## src/rtl/sprite_controller_bullets_multi.sv

```systemverilog
// sprite_controller_bullets_multi: per-pixel multi-bullet hit test and bullet-ROM address generator (optional BULLET_SCALE2X_EN draws each ROM pixel as 2x2)
module sprite_controller_bullets_multi #(
  parameter int N_BULLETS = 4,
  parameter int BULLET_W = 4,
  parameter int BULLET_H = 8,
  parameter int CORDW = 10,
  parameter int ADDRW = 8,
  parameter int LATCH_LINE = 0,
  localparam int IDW = (N_BULLETS > 1) ? $clog2(N_BULLETS) : 1
) (
  input  logic                       clk,
  input  logic                       rst_n,
  input  logic [CORDW-1:0]           pixel,
  input  logic [CORDW-1:0]           line,
  input  logic [N_BULLETS*CORDW-1:0] bullet_x,
  input  logic [N_BULLETS*CORDW-1:0] bullet_y,
  input  logic [N_BULLETS-1:0]       bullet_active,
  output logic [ADDRW-1:0]           addr,
  output logic                       rden,
  output logic [IDW-1:0]             bullet_id,
  output logic                       overlap
);
  localparam int XW = (BULLET_W > 1) ? $clog2(BULLET_W) : 1;
  localparam int YW = (BULLET_H > 1) ? $clog2(BULLET_H) : 1;
`ifdef BULLET_SCALE2X_EN
  localparam int SH = 1;
`else
  localparam int SH = 0;
`endif
  localparam logic [CORDW:0] W_EFF = (CORDW+1)'(BULLET_W << SH);
  localparam logic [CORDW:0] H_EFF = (CORDW+1)'(BULLET_H << SH);

  logic [N_BULLETS-1:0][CORDW-1:0] sx_q, sx_d, sy_q, sy_d;
  logic [N_BULLETS-1:0]            sa_q, sa_d, hit_q, hit_d;
  logic [N_BULLETS-1:0][XW-1:0]    dx_q, dx_d;
  logic [N_BULLETS-1:0][YW-1:0]    dy_q, dy_d;
  logic [ADDRW-1:0]                addr_q, addr_d;
  logic                            rden_q, rden_d, ovl_q, ovl_d;
  logic [IDW-1:0]                  id_q, id_d;
  logic                            latch;

  assign latch = (line == CORDW'(LATCH_LINE)) && (pixel == '0);

  // Shadow coordinates: refreshed once per frame so mid-frame updates never tear
  always_comb begin
    sx_d = latch ? bullet_x : sx_q;
    sy_d = latch ? bullet_y : sy_q;
    sa_d = latch ? bullet_active : sa_q;
  end

  // Stage 1: per-slot box test at CORDW+1 bits (no wrap near the edge) plus in-sprite offsets
  always_comb begin
    hit_d = '0;
    dx_d  = '0;
    dy_d  = '0;
    for (int i = 0; i < N_BULLETS; i++) begin
      hit_d[i] = sa_q[i]
               && ({1'b0, pixel} >= {1'b0, sx_q[i]}) && ({1'b0, pixel} < {1'b0, sx_q[i]} + W_EFF)
               && ({1'b0, line} >= {1'b0, sy_q[i]}) && ({1'b0, line} < {1'b0, sy_q[i]} + H_EFF);
      dx_d[i] = XW'((pixel - sx_q[i]) >> SH);
      dy_d[i] = YW'((line - sy_q[i]) >> SH);
    end
  end

  // Stage 2: lowest-index hit wins; address is slot base plus row-major offset
  always_comb begin
    addr_d = '0;
    id_d   = '0;
    for (int i = N_BULLETS - 1; i >= 0; i--) begin
      if (hit_q[i]) begin
        id_d   = IDW'(i);
        addr_d = ADDRW'(i * BULLET_W * BULLET_H + int'(dy_q[i]) * BULLET_W + int'(dx_q[i]));
      end
    end
    rden_d = |hit_q;
    ovl_d  = $countones(hit_q) > 1;
  end

  // State registers; reset clears shadows and both stages and wins over the latch
  always_ff @(posedge clk) begin
    if (!rst_n) begin
      sx_q   <= '0;
      sy_q   <= '0;
      sa_q   <= '0;
      hit_q  <= '0;
      dx_q   <= '0;
      dy_q   <= '0;
      addr_q <= '0;
      rden_q <= 1'b0;
      id_q   <= '0;
      ovl_q  <= 1'b0;
    end else begin
      sx_q   <= sx_d;
      sy_q   <= sy_d;
      sa_q   <= sa_d;
      hit_q  <= hit_d;
      dx_q   <= dx_d;
      dy_q   <= dy_d;
      addr_q <= addr_d;
      rden_q <= rden_d;
      id_q   <= id_d;
      ovl_q  <= ovl_d;
    end
  end

  assign addr      = addr_q;
  assign rden      = rden_q;
  assign bullet_id = id_q;
  assign overlap   = ovl_q;
endmodule

```

## config.mk

```make
export PLATFORM = sky130hd
export DESIGN_NAME = sprite_controller_bullets_multi
export DESIGN_NICKNAME = d
export VERILOG_FILES = /design/src/rtl/sprite_controller_bullets_multi.sv
export SDC_FILE = /design/constraint.sdc
export NUM_CORES = 1
export LEC_CHECK = 0
export BUFFER_PORTS_ARGS = -buffer_cell sky130_fd_sc_hd__buf_2
export CORE_ASPECT_RATIO = 2
export CORE_MARGIN = 8
export CORE_UTILIZATION = 35
export DETAILED_ROUTE_END_ITERATION = 7
export PLACE_DENSITY = 0.59
export SLEW_MARGIN = 20
export SYNTH_ARGS = -nofsm -noshare
export SYNTH_HDL_FRONTEND = slang
export SYNTH_SLANG_ARGS = --single-unit
```

## constraint.sdc

```tcl
create_clock -name clk -period 4.15 [get_ports clk]
set_input_delay 0.6225 -clock clk [delete_from_list [all_inputs] [get_ports clk]]
set_output_delay 0.6225 -clock clk [all_outputs]
set_load 0.005 [all_outputs]
```

* After elaboration in Yosys (flattened, before gate mapping)
Index checks and enable logic that the tools add are counted.
** Storage, ports and cells
- Latch bits :: 0
- Word-level logic and storage cells :: 96
- Bits in read-only memories :: 0
- Bits in writable memories :: 0
- Register bits :: 120
- Memories kept :: 0
- Input bits :: 106
- Output and inout port bits :: 12
** Cells by class
- Div/mod/pow operators :: 0
- Bitwise logic cells :: 1
- Mux-type cells :: 7
- Equal/unequal tests :: 0
- Shift operators :: 0
- Reduce and logical (&&, ||, !) cells :: 22
- $lt $le $gt $ge :: 17
- Multipliers :: 0
- $add $sub $neg :: 26
** Operators with widths (count)
- $lt A10 B11 Y1 :: 8
- $ge A10 B10 Y1 :: 8
- $add A10 B3 Y11 const B :: 4
- $add A10 B4 Y11 const B :: 4
- $mux W8 :: 4
- $logic_not A10 Y1 :: 2
- $logic_and A1 B1 Y1 :: 17
- $add A7 B5 Y8 const A :: 2
- $add A8 B2 Y8 :: 2
- $sub A3 B3 Y3 :: 4
- $add A7 B2 Y8 :: 1
- $sub A2 B2 Y2 :: 4
- $add A6 B5 Y7 const A :: 1
- $add A5 B2 Y6 :: 1
- $add A1 B1 Y2 :: 2
- $mux W2 :: 2
- $reduce_or A4 Y1 :: 1
- $add A2 B2 Y3 :: 1
- $gt A3 B1 Y1 const B :: 1
- $reduce_or A3 Y1 :: 1
- $reduce_or A2 Y1 :: 1
- $mux W1 :: 1
- $not A1 Y1 :: 1

* Depth between registers and ports, before layout
Gate-level depths: netlist (run 1).
- Depth in word-level cells :: 6
- Gate-level depth with buffers :: 10
- Mapped depth without buffers :: 10

* Worst setup path after synthesis (run 1)
OpenSTA, ideal clock, no wires.
- Path type :: input-to-reg
- From :: in pixel[0]
- To :: reg hit_q[0]
- Arrival time :: 2.295 ns
- Data required time :: 4.035 ns
- Setup slack :: 1.740 ns
- Library setup time :: 0.115 ns
- Buffers on the path :: 0
- Cell stages on the path :: 8
- Path through :: inv_1 > ha_1 > fa_1 > a21boi_0 > o221ai_1 > o211ai_1 > a2111o_1 > a2111oi_0
** Between the ends
- Word-level cells in the longest chain between the ends :: 5
- Elaborated cells on any way between the ends :: 6
- Classes of those cells :: order compare: 2; reduce/logical: 4
** Ends and longest elaborated chain
- start, declared :: line 13 : input logic [CORDW-1:0] pixel,
- $ge A10 B10 Y1 :: line 58 : && ({1'b0, pixel} >= {1'b0, sx_q[i]}) && ({1'b0, pixel} < {1'b0, sx_q[i]} + W_EFF)
- $logic_and A1 B1 Y1 :: line 58
- $logic_and A1 B1 Y1 * :: line 58
- $logic_and A1 B1 Y1 * (2 in a row) :: line 59 : && ({1'b0, line} >= {1'b0, sy_q[i]}) && ({1'b0, line} < {1'b0, sy_q[i]} + H_EFF);
- end signal, assigned :: line 96 : hit_q <= hit_d;
- end, declared :: line 34 : logic [N_BULLETS-1:0] sa_q, sa_d, hit_q, hit_d;
Every way passes the cells marked *; elsewhere a longest branch is shown, timed or not.
A chain may end at the register's enable or synchronous reset.

* Worst setup path in the final report (run 1)
- From :: reg sx_q[4] in the netlist's numbering
- To :: reg hit_q[0]
** Between the ends
- Word-level cells in the longest chain between the ends :: 5
- Elaborated cells on any way between the ends :: 7
- Classes of those cells :: add/sub: 1; order compare: 2; reduce/logical: 4
** Ends and longest elaborated chain
- start, declared :: line 33 : logic [N_BULLETS-1:0][CORDW-1:0] sx_q, sx_d, sy_q, sy_d;
- start signal, assigned :: line 82 : sx_q <= '0;
- start signal, assigned :: line 93 : sx_q <= sx_d;
- $add A10 B3 Y11 or $ge A10 B10 Y1 (tied branches) :: line 58
- $lt A10 B11 Y1 or $logic_and A1 B1 Y1 (tied branches) :: line 58
- $logic_and A1 B1 Y1 * :: line 58
- $logic_and A1 B1 Y1 * (2 in a row) :: line 59
Marked as above.

==> out/metrics.csv, run 1 <==
stage,metric,value,unit
worst_setup_path,Setup CP Type,reg2reg,
timing,min Tclk post-route,2.61,ns
die,die width,126,µm
synthesis,Netlist cell types,45,
timing,Max transition margin,0.620,
global_routing,gr usage total,0.176,
pwr,leakage power,0.00383,µW
timing,"Hold Vio Cnt, Final",0,
timing,Clock Skew,0.00732,ns
synthesis,synth warn,0,
timing,RSZ-0062 raised after global routing,false,
worst_setup_path,CP startpoint,sx_q[4],
clock_tree,clock-pin slew on the worst setup and hold paths,0.06,ns
worst_setup_path,Crit Reg-Reg Startpoint,sx_q[4],
global_routing,vias in the first global route,7816,
synthesis,Post-synth EDFFs,0,
finish,final core occ,0.416,
hold_path,worst min-delay path startpoint,bullet_active[3],
worst_setup_path,RR Endpoint,hit_q[0],
die,site row count,80,
pwr,Final Power,2960,µW
finish,Layout area overhead,17.1,%
clock_tree,clock tree from TritonCTS,built,
synthesis,compound-gate portion of the synthesized area,0.182,
synthesis,"Top FF cell, synth",dfxtp_1,
global_routing,pin count of the biggest net entering global routing,61,
finish,layout cell share with drive strength beyond 1,0.137,
synthesis,Yosys top cell area share,0.277,
worst_setup_path,CP Max Fanout,6,
clock_tree,Post-CTS Hold Buffers,0,
synthesis,ys async rst share,0,
synthesis,"FF+latch count, synth",117,
drt,vias,7430,
die,Initial Util,0.355,
global_routing,first-pass GRT wire length,40.2,mm
synthesis,post-synthesis adder-cell area fraction,0.242,
drt,drt total wl,25.3,mm
pwr,pwr dens,298,nW/µm²
synthesis,sequential fraction of the synthesis area,0.277,
synthesis,xor/xnor share of the synthesized area,0.0497,
timing,worst setup slack after layout,1.54,ns
timing,Tcrit/Tclk final,0.630,
global_routing,initial antenna violation count,0,
worst_setup_path,CP required,4.46,ns
finish,Nets,1393,
clock_tree,H-Tree Depth,4,
synthesis,largest family of logic cells by synthesized area,adder cells,
timing,fmax,383,MHz
clock_tree,worst-skew pair later-pin latency,0.44,ns
flow_run,Max Cap Viol,0,
worst_setup_path,worst setup path endpoint,hit_q[0],
finish,diode count,0,
placed_design,RD Place Congestion,0.874,
clock_tree,Root Driver,clkbuf_16,
pwr,Max IR drop VDD,261,µV
die,core footprint,23800,µm²
clock_tree,setup bufs post-CTS,0,
die,IO Count,118,
timing,max-slew violations,0,
drt,drt pass-1 iters,4,
synthesis,Synth area leaders,"dfxtp_1 (28%), ha_1 (22%), nand2_1 (8.8%)",
worst_setup_path,R2R Setup Slk,1.54,ns
worst_setup_path,Crit. End Element,flip-flop,
synthesis,netlist area before placement,8460,µm²
placed_design,Place WS,1.23,ns
placed_design,Port Buf Inserts,116,
timing,Tightest Pin Transition,0.556,ns
timing,setup TNS,0,ns
synthesis,mux cell area share after synthesis,0,
timing,final setup fails,0,
clock_tree,worst-case clock buffer depth,2,
drt,DRT iter0 DRCs,380,
worst_setup_path,CP arrival,2.93,ns
synthesis,Synth area leader,dfxtp_1,
synthesis,post-synthesis net count,1289,
synthesis,Cells after Synth,1025,
clock_tree,CTS Buf Count,17,
worst_setup_path,Startpoint Class,flip-flop,
drt,detailed-route DRC error count,0,
placed_design,hpwl dp,20.7,mm
drt,Via density,5.20,
clock_tree,CTS sink count,117,
synthesis,Avg Inst Size Synth,8.26,µm²
clock_tree,post-cts sizing count,0,
drt,drt wl/cell,17.7,µm
global_routing,gr ovfl total,0,
drt,Post-DRT Antenna Nets,0,
synthesis,Synth top cells by count,"nand2_1 (198), ha_1 (149), dfxtp_1 (117), inv_1 (92), a21boi_0 (88)",
run_status,status,"finished, final reports clean",
synthesis,top-count cell post-synth,nand2_1,
worst_setup_path,Register-to-Register Path Depth,9,
die,die height,236,µm
synthesis,Synth Area in Simple Gates,0.190,
die,die area,29700,µm²
hold_path,Hold/Removal Path Class,in2reg,
report_power, final:
| group | total [µW] | internal (µW) | switching (µW) |
|---|---|---|---|
| registers | 1140 | 1130 | 3.04 |
| clock network | 1520 | 967 | 557 |
| logic | 296 | 133 | 164 |
| total | 2960 | 2230 | 723 |
registers in the layout, summed over array words and instances, names as in the netlist, 4 cells and up:
signal	count
dy_q	12
sy_q	40
sx_q	40
addr	6
hit_q	4
dx_q	8
sa_q	4
worst max-delay path, cell delays in order, from the launching register on:
cell       delay, ns
dfxtp_1         0.44
and3_1          0.21
and2_1          0.20
nand4_1         0.13
xnor2_1         0.16
ha_1            0.29
a21oi_1         0.15
a41oi_1         0.08
a2111o_1        0.45
a2111oi_0       0.38
area by class of cell:
class / count / area (µm²)
fill: 2427 / 13900
multi-input combinational: 779 / 5630
sequential: 117 / 2340
timing repair buffer: 122 / 626
clock buffer: 23 / 498
tap: 287 / 359
inverter: 92 / 345
clock inverter: 9 / 115
metrics by stage:
stage,instance area [µm²],hold slack [ns],cells
floorplan,8460,0.443,1025
global placement,9300,0.456,1397
global route,9910,0.423,1429
CTS,9910,0.409,1429
finish,9910,0.428,1429
detailed placement,9300,0.457,1397
placed cells by master (no fill, tap or decap), drive strengths merged, types with 6 or more instances in the layout:
cell and count:
o21ai 20, nand4 8, xnor2 48, nand2 198, nor2 28, dfxtp 117
nor3 15, a211oi 9, a21o 7, clkbuf 23, nor2b 26, ha 149
nand2b 10, nor4 12, and3 11, fa 9, nand3 33, a21boi 88
and2 6, a2111oi 8, inv 95, o21a 9, a21oi 38, buf 122
cell families (layout without fill, tap and decap cells):
logic type | count (synthesis) | in the layout
other | 1 | 1
AO/OA/AOI/OAI | 217 | 217
flip-flops | 117 | 117
XOR/XNOR | 48 | 48
buffers and inverters | 129 | 246
adder cells (fa/ha/maj) | 158 | 158
AND/OR/NAND/NOR | 355 | 355
worst min path at each step:
stage	slack (ns)	to	cells after the start
after global routing	0.42	sy_q[15]	3
after global placement	0.46	sy_q[32]	2
after CTS	0.41	sa_q[3]	3
final	0.43	sa_q[3]	3
after floorplan	0.44	sy_q[12]	2
after detailed placement	0.46	sy_q[2]	2
layer usage:
metal / track usage / routed length, µm / vias up
li1: - / - / 3751
met1: 0.157 / 8960 / 3472
met2: 0.345 / 14200 / 148
met3: 0.0332 / 797 / 59
met4: 0.114 / 1370 / 0
met5: 0 / 0 / -
No activity file was read; power rests on OpenSTA's default activity.
==> inputs of run 2 (changes only) <==
--- a/config.mk
+++ b/config.mk
@@ -5,6 +5,7 @@
 export SDC_FILE = /design/constraint.sdc
 export NUM_CORES = 1
 export LEC_CHECK = 0
+export ABC_AREA = 1
 export BUFFER_PORTS_ARGS = -buffer_cell sky130_fd_sc_hd__buf_2
 export CORE_ASPECT_RATIO = 2
 export CORE_MARGIN = 8
==> constraint.sdc (replaced) <==
create_clock -name clk -period 2.7 [get_ports clk]
set_input_delay 0.405 -clock clk [delete_from_list [all_inputs] [get_ports clk]]
set_output_delay 0.405 -clock clk [all_outputs]
set_load 0.005 [all_outputs]
==> run 2 against run 1 <==
Via count grew 5.2%. Hold slack lost 0.18 ns. Highest routed layer unchanged. Non-clock buffer count grew 16. Final cell count grew 7.3%. Sequential power grew 54%.
==> out/metrics.csv, run 2 <==
stage,metric,value,unit,change
worst_setup_path,Worst path slowest cell,nor3_1,,
synthesis,Cells after Synth,1111,,+8.4%
worst_setup_path,Crit path depth,11,,+2
synthesis,top-count cell post-synth,nand2_1,,
clock_tree,setup bufs post-CTS,0,,unchanged
pwr,net switching power figure,1160,µW,+60%
finish,most frequent cells in the layout,"nand2_1 (173), ha_1 (149), a21oi_1 (148), inv_1 (125), dfxtp_1 (117)",,
finish,Filler cells,2488,,+2.5%
placed_design,Place WS,0.185,ns,-1.04 ns
synthesis,netlist area before placement,8400,µm²,-0.69%
global_routing,initial antenna violation count,0,,unchanged
finish,"commonest non-fill, non-tap cell in the layout",nand2_1,,
finish,Nets,1498,,+7.5%
global_routing,gr usage total,0.182,,+0.00646
die,die height,235,µm,-0.32%
synthesis,post-synthesis net count,1375,,+6.7%
flow_run,Max Cap Viol,0,,unchanged
drt,drt wl/cell,17.1,µm,-3.3%
drt,Via density,5.10,,-2.0%
clock_tree,post-cts sizing count,0,,unchanged
timing,"Hold Vio Cnt, Final",0,,unchanged
timing,setup TNS,0,ns,unchanged
timing,Max transition margin,0.564,,-0.0556
timing,min Tclk post-route,2.17,ns,-0.443 ns
finish,layout cell share with drive strength beyond 1,0.136,,-0.000275
clock_tree,CTS sink count,117,,unchanged
finish,design area,9860,µm²,-0.52%
worst_setup_path,Startpoint Class,flip-flop,,
global_routing,first-pass GRT wire length,41.4,mm,+3.0%
die,site row count,80,,unchanged
drt,vias,7816,,+5.2%
die,die width,126,µm,-0.31%
worst_setup_path,cell repeated most along the worst path,nor2_1,,
worst_setup_path,Top delay family on crit path,simple AND/OR/NAND/NOR gates,,
worst_setup_path,Setup CP Type,reg2reg,,
pwr,Internal Power,3310,µW,+48%
finish,top flop regs,"sx_q: 40 flops, sy_q: 40 flops, dy_q: 12 flops",,
timing,Tcrit/Tclk final,0.804,,+0.174
pwr,pwr dens,454,nW/µm²,+52%
hold_path,hold path cells,3,,unchanged
placed_design,Port Buf Inserts,116,,unchanged
synthesis,Post-synth EDFFs,0,,unchanged
drt,drt pass-1 iters,5,,+1
worst_setup_path,CP Max Fanout,3,,-3
clock_tree,Post-CTS Hold Buffers,0,,unchanged
clock_tree,worst-skew pair later-pin latency,0.44,ns,about the same
clock_tree,clock-pin slew on the worst setup and hold paths,0.06,ns,about the same
die,IO Count,118,,unchanged
clock_tree,clock tree from TritonCTS,built,,
worst_setup_path,CP arrival,2.54,ns,-0.39 ns
global_routing,pin count of the biggest net entering global routing,89,,+46%
drt,detailed-route DRC error count,0,,unchanged
drt,drt total wl,26.3,mm,+3.8%
worst_setup_path,Crit. End Element,flip-flop,,
die,Initial Util,0.354,,-0.000980
timing,fmax,461,MHz,+20%
worst_setup_path,Register-to-Register Path Depth,11,,+2
pwr,Gate power share,0.119,,+0.019
die,core footprint,23700,µm²,-0.42%
clock_tree,CTS Buf Count,17,,unchanged
hold_path,Hold/Removal Path Class,in2reg,,
placed_design,hpwl dp,20.9,mm,+0.85%
synthesis,synth warn,0,,unchanged
die,die area,29500,µm²,-0.63%
timing,max-slew violations,0,,unchanged
synthesis,Netlist cell types,28,,-38%
finish,Layout area overhead,17.3,%,
synthesis,"FF+latch count, synth",117,,unchanged
synthesis,sequential fraction of the synthesis area,0.279,,+0.00194
placed_design,"Cell Area, Placed",9300,µm²,about the same
timing,RSZ-0062 raised after global routing,false,,
timing,Tightest Pin Transition,0.648,ns,+0.0917 ns
drt,DRT iter0 DRCs,344,,-9.5%
pwr,register share of total power,0.391,,+0.006
clock_tree,H-Tree Depth,4,,unchanged
timing,worst setup slack after layout,0.529,ns,-1.01 ns
pwr,Max IR drop VDD,382,µV,+46%
pwr,Final Power,4470,µW,+51%
run_status,status,"finished, final reports clean",,
synthesis,Yosys top cell area share,0.279,,+0.00194
synthesis,Synth area leaders,"dfxtp_1 (28%), ha_1 (22%), a21oi_1 (8.8%)",,
synthesis,"Top FF cell, synth",dfxtp_1,,
global_routing,gr ovfl total,0,,unchanged
pwr,Sw Share,0.259,,+0.0146
synthesis,Synth top cells by count,"nand2_1 (173), ha_1 (149), a21oi_1 (148), inv_1 (125), dfxtp_1 (117)",,
timing,final setup fails,0,,unchanged
worst_setup_path,CP required,3.07,ns,-1.39 ns
global_routing,vias in the first global route,8159,,+4.4%
clock_tree,worst-case clock buffer depth,2,,unchanged
synthesis,Avg Inst Size Synth,7.56,µm²,-8.4%
timing,Clock Skew,0.0156,ns,+0.00825 ns
worst_setup_path,"Cell Chain, Critical Path","inv_1, nor3_1, nand3_1, nor3_1, xor2_1, ha_1, nand2_1, nor2_1, nor2_1, nand4_1, nor2_1",,
synthesis,Synth area leader,dfxtp_1,,
pwr,Clock power frac,0.491,,-0.024
clock_tree,Root Driver,clkbuf_16,,
finish,multi-input logic area,5370,µm²,-4.6%
finish,register area,2340,µm²,unchanged
finish,diode count,0,,unchanged
placed_design,RD Place Congestion,0.884,,+1.2%
drt,Post-DRT Antenna Nets,0,,unchanged
pwr,leakage power,0.00421,µW,+10%
worst_setup_path,"Buf+Inv Stages, Crit Path",1,,+1
synthesis,ys async rst share,0,,unchanged
worst_setup_path,"slowest stage delay, CP",0.43,ns,-0.02 ns
## run 2: worst min-delay path, stage by stage
cell,delay [ns]
buf_2,0.07
o21ai_0,0.07
a21oi_1,0.10
## run 2: power groups by stage
stage	clock network, µW	registers (µW)	logic [µW]
2_1_floorplan	0	1780	286
3_3_place_gp	0	1780	529
3_5_place_dp	0	1780	536
4_1_cts	2240	1750	540
5_1_grt	2310	1750	609
6_report	2200	1750	532
## run 2: stage by stage
stage / instances / utilization / hold slack, ns
final: 1534 / 0.416 / 0.246
after global routing: 1534 / 0.416 / 0.243
after CTS: 1534 / 0.416 / 0.229
after detailed placement: 1502 / 0.392 / 0.442
after global placement: 1502 / 0.392 / 0.435
after floorplan: 1111 / - / 0.424
## run 2: final timing paths
check	from	endpoint	slack (ns)
setup / recovery	sx_q[2]	hit_q[0]	0.53
hold / removal	bullet_x[37]	sx_q[37]	0.25
setup reg to reg	sx_q[2]	hit_q[0]	0.53
hold reg to reg	sa_q[0]	sa_q[0]	0.45
## run 2: cells by family (layout without fill, tap and decap cells)
logic type,count (synthesis),after routing,synth area share
flops,117,117,0.279
other cells,1,1,0.000446
xor+xnor,46,46,0.0479
buf+inv,159,295,0.0837
compound gates,274,274,0.168
simple gates,356,356,0.178
fa+ha+maj,158,158,0.243
## run 2: final cells by class
| type | count | share of cell area |
|---|---|---|
| flip-flops and latches | 117 | 0.238 |
| multi-input cells | 835 | 0.544 |
| inverters | 125 | 0.0476 |
| clock buffers | 23 | 0.0495 |
| well taps | 287 | 0.0364 |
| repair buffers | 138 | 0.0769 |
| clock inverters | 9 | 0.00774 |
## run 2: per-layer routing
layer,global-route usage,share of wire,vias to the layer above
met5,0,0,-
met4,0.110,0.048,0
met3,0.0361,0.039,55
met2,0.356,0.56,177
met1,0.166,0.35,3620
li1,-,-,3964
==> inputs of run 3 (changes only) <==
--- a/config.mk
+++ b/config.mk
@@ -11,7 +11,7 @@
 export CORE_MARGIN = 8
 export CORE_UTILIZATION = 35
 export DETAILED_ROUTE_END_ITERATION = 7
-export PLACE_DENSITY = 0.59
+export PLACE_DENSITY = 0.61
 export SLEW_MARGIN = 20
 export SYNTH_ARGS = -nofsm -noshare
 export SYNTH_HDL_FRONTEND = slang
==> constraint.sdc (replaced) <==
create_clock -name clk -period 1.83 [get_ports clk]
set_input_delay 0.2745 -clock clk [delete_from_list [all_inputs] [get_ports clk]]
set_output_delay 0.2745 -clock clk [all_outputs]
set_load 0.005 [all_outputs]
==> run 3 against run 2 <==
The flow now finishes with violations (setup timing). First-iteration DRC count fell by 17%. Critical path depth did not move. Via count is 3.7% higher. Power up 60%. Sequential power is 47% higher. Sequential cell count stayed put. Hold slack worse by 0.13 ns. Non-clock buffer count up 105. Setup slack worse by 0.60 ns. Critical path type unchanged.
==> out/metrics.csv, run 3 (synthesis results as in run 2) <==
stage,metric,value,unit,change
timing,Tcrit/Tclk final,1.04,,+0.233
die,IO Count,118,,unchanged
clock_tree,CTS sink count,117,,unchanged
drt,drt wl/cell,15.9,µm,-7.1%
clock_tree,CTS Buf Count,17,,unchanged
worst_setup_path,CP Max Fanout,2,,-1
clock_tree,worst-skew pair later-pin latency,0.44,ns,about the same
clock_tree,worst-case clock buffer depth,2,,unchanged
flow_run,Max Cap Viol,0,,unchanged
clock_tree,Post-CTS Hold Buffers,0,,unchanged
run_status,status,finished with violations,,
global_routing,first-pass GRT wire length,41.4,mm,unchanged
worst_setup_path,CP arrival,2.27,ns,-0.27 ns
timing,"Hold Vio Cnt, Final",0,,unchanged
pwr,leakage power,0.00488,µW,+16%
worst_setup_path,Setup CP Type,reg2reg,,
worst_setup_path,Startpoint Class,flip-flop,,
placed_design,Port Buf Inserts,116,,unchanged
finish,diode count,0,,unchanged
finish,top flop regs,"sx_q: 40 flops, sy_q: 40 flops, dy_q: 12 flops",,
placed_design,Place WS,-0.243,ns,-0.428 ns
die,site row count,80,,unchanged
finish,most frequent cells in the layout,"nand2_1 (167), a21oi_1 (144), ha_1 (144), buf_4 (119), buf_2 (116)",,
timing,Clock Skew,0.00733,ns,-0.00824 ns
global_routing,gr ovfl total,0,,unchanged
finish,Filler cells,2322,,-6.7%
clock_tree,clock-pin slew on the worst setup and hold paths,0.06,ns,about the same
drt,DRT iter0 DRCs,287,,-17%
drt,detailed-route DRC error count,0,,unchanged
die,die width,126,µm,unchanged
timing,final setup fails,3,,+3
finish,Layout area overhead,32.2,%,
placed_design,placed instance count,1600,,+6.5%
drt,drt pass-1 iters,4,,-1
pwr,Final Power,7160,µW,+60%
placed_design,hpwl dp,20.9,mm,+0.14%
timing,fmax,527,MHz,+14%
pwr,pwr dens,644,nW/µm²,+42%
hold_path,Hold/Removal Path Class,in2reg,,
die,core footprint,23700,µm²,unchanged
global_routing,pin count of the biggest net entering global routing,50,,-44%
timing,worst setup slack after layout,-0.0677,ns,-0.596 ns
finish,Layout Cells excl Fill,1639,,+6.8%
timing,max-slew violations,0,,unchanged
clock_tree,Root Driver,clkbuf_16,,
clock_tree,H-Tree Depth,4,,unchanged
worst_setup_path,CP required,2.21,ns,-0.86 ns
timing,setup TNS,-0.130,ns,-0.130 ns
run_status,failing checks,setup timing,,
drt,vias,8109,,+3.7%
finish,multi-input logic area,5620,µm²,+4.7%
timing,RSZ-0062 raised after global routing,true,,
finish,register area,2370,µm²,+1.4%
drt,Post-DRT Antenna Nets,0,,unchanged
placed_design,"Cell Area, Placed",10100,µm²,+8.8%
worst_setup_path,Crit. End Element,flip-flop,,
placed_design,RD Place Congestion,0.923,,+4.4%
pwr,Max IR drop VDD,556,µV,+46%
global_routing,initial antenna violation count,0,,unchanged
finish,layout cell share with drive strength beyond 1,0.256,,+0.120
global_routing,vias in the first global route,8456,,+3.6%
drt,drt total wl,26.1,mm,-0.71%
clock_tree,clock tree from TritonCTS,built,,
die,Initial Util,0.354,,unchanged
finish,"commonest non-fill, non-tap cell in the layout",nand2_1,,
finish,design area,11100,µm²,+13%
die,die height,235,µm,unchanged
timing,min Tclk post-route,1.90,ns,-0.274 ns
drt,Via density,4.95,,-2.9%
global_routing,gr usage total,0.179,,-0.00265
die,die area,29500,µm²,unchanged
finish,Nets,1603,,+7.0%
## run 3: changes by cell type in the layout (fill, tap and decap cells not counted), sizes merged
cell and delta:
buf +105, clkinvlp +2, clkbuf -5, bufinv +4, clkinv -3, inv +2
## run 3: final timing paths
path,from,end,slack (ns),depth (start not counted)
worst max register to register,sx_q[23],hit_q[2],-0.07,11
worst min register to register,sa_q[3],sa_q[3],0.45,2
worst min-delay path,bullet_y[17],sy_q[17],0.11,3
worst max-delay path,sx_q[23],hit_q[2],-0.07,11
## run 3: final cells by class
| type | instances | area share |
|---|---|---|
| Clock buffer | 18 | 0.0395 |
| Clock inverter | 14 | 0.0203 |
| Inverter | 125 | 0.0422 |
| Multi-Input combinational cell | 835 | 0.506 |
| Sequential cell | 117 | 0.214 |
| Tap cell | 287 | 0.0323 |
| Timing Repair Buffer | 243 | 0.146 |
## run 3: what timing repair did
action	4_1_cts	5_1_grt
gates cloned	0	0
gates resized for setup	47	39
pin swaps	26	40
setup endpoints to repair	4	4
buffers inserted	4	3
## run 3: routing by layer
layer	track usage	vias up	routed length, µm
met5	0	-	0
met2	0.357	159	14700
li1	-	4189	-
met1	0.166	3714	9380
met3	0.0352	47	978
met4	0.0888	0	992
## run 3: report_power, final
part           switching, µW  internal (µW)  leakage [µW]  total [µW]
Combinational            459            357       0.00361         815
Sequential              7.94           2570      0.000958        2570
Clock                   1300           2460      0.000313        3770
## run 3: per-stage QoR
step	hold WS [ns]	utilization
3_3_place_gp	0.435	0.426
4_1_cts	0.0880	0.462
6_report	0.111	0.468
2_1_floorplan	0.424	-
5_1_grt	0.121	0.468
3_5_place_dp	0.440	0.426
## run 3: worst max-delay path, cell delays in order (launching register included)
cell and delay [ns]:
dfxtp_2 0.36, inv_2 0.06, nor3_4 0.20, nand3_2 0.13
nor3_4 0.21, xor2_1 0.16, ha_1 0.25, nand2_1 0.09
nor2_1 0.05, nor2_1 0.08, nand4_1 0.15, nor2_1 0.11
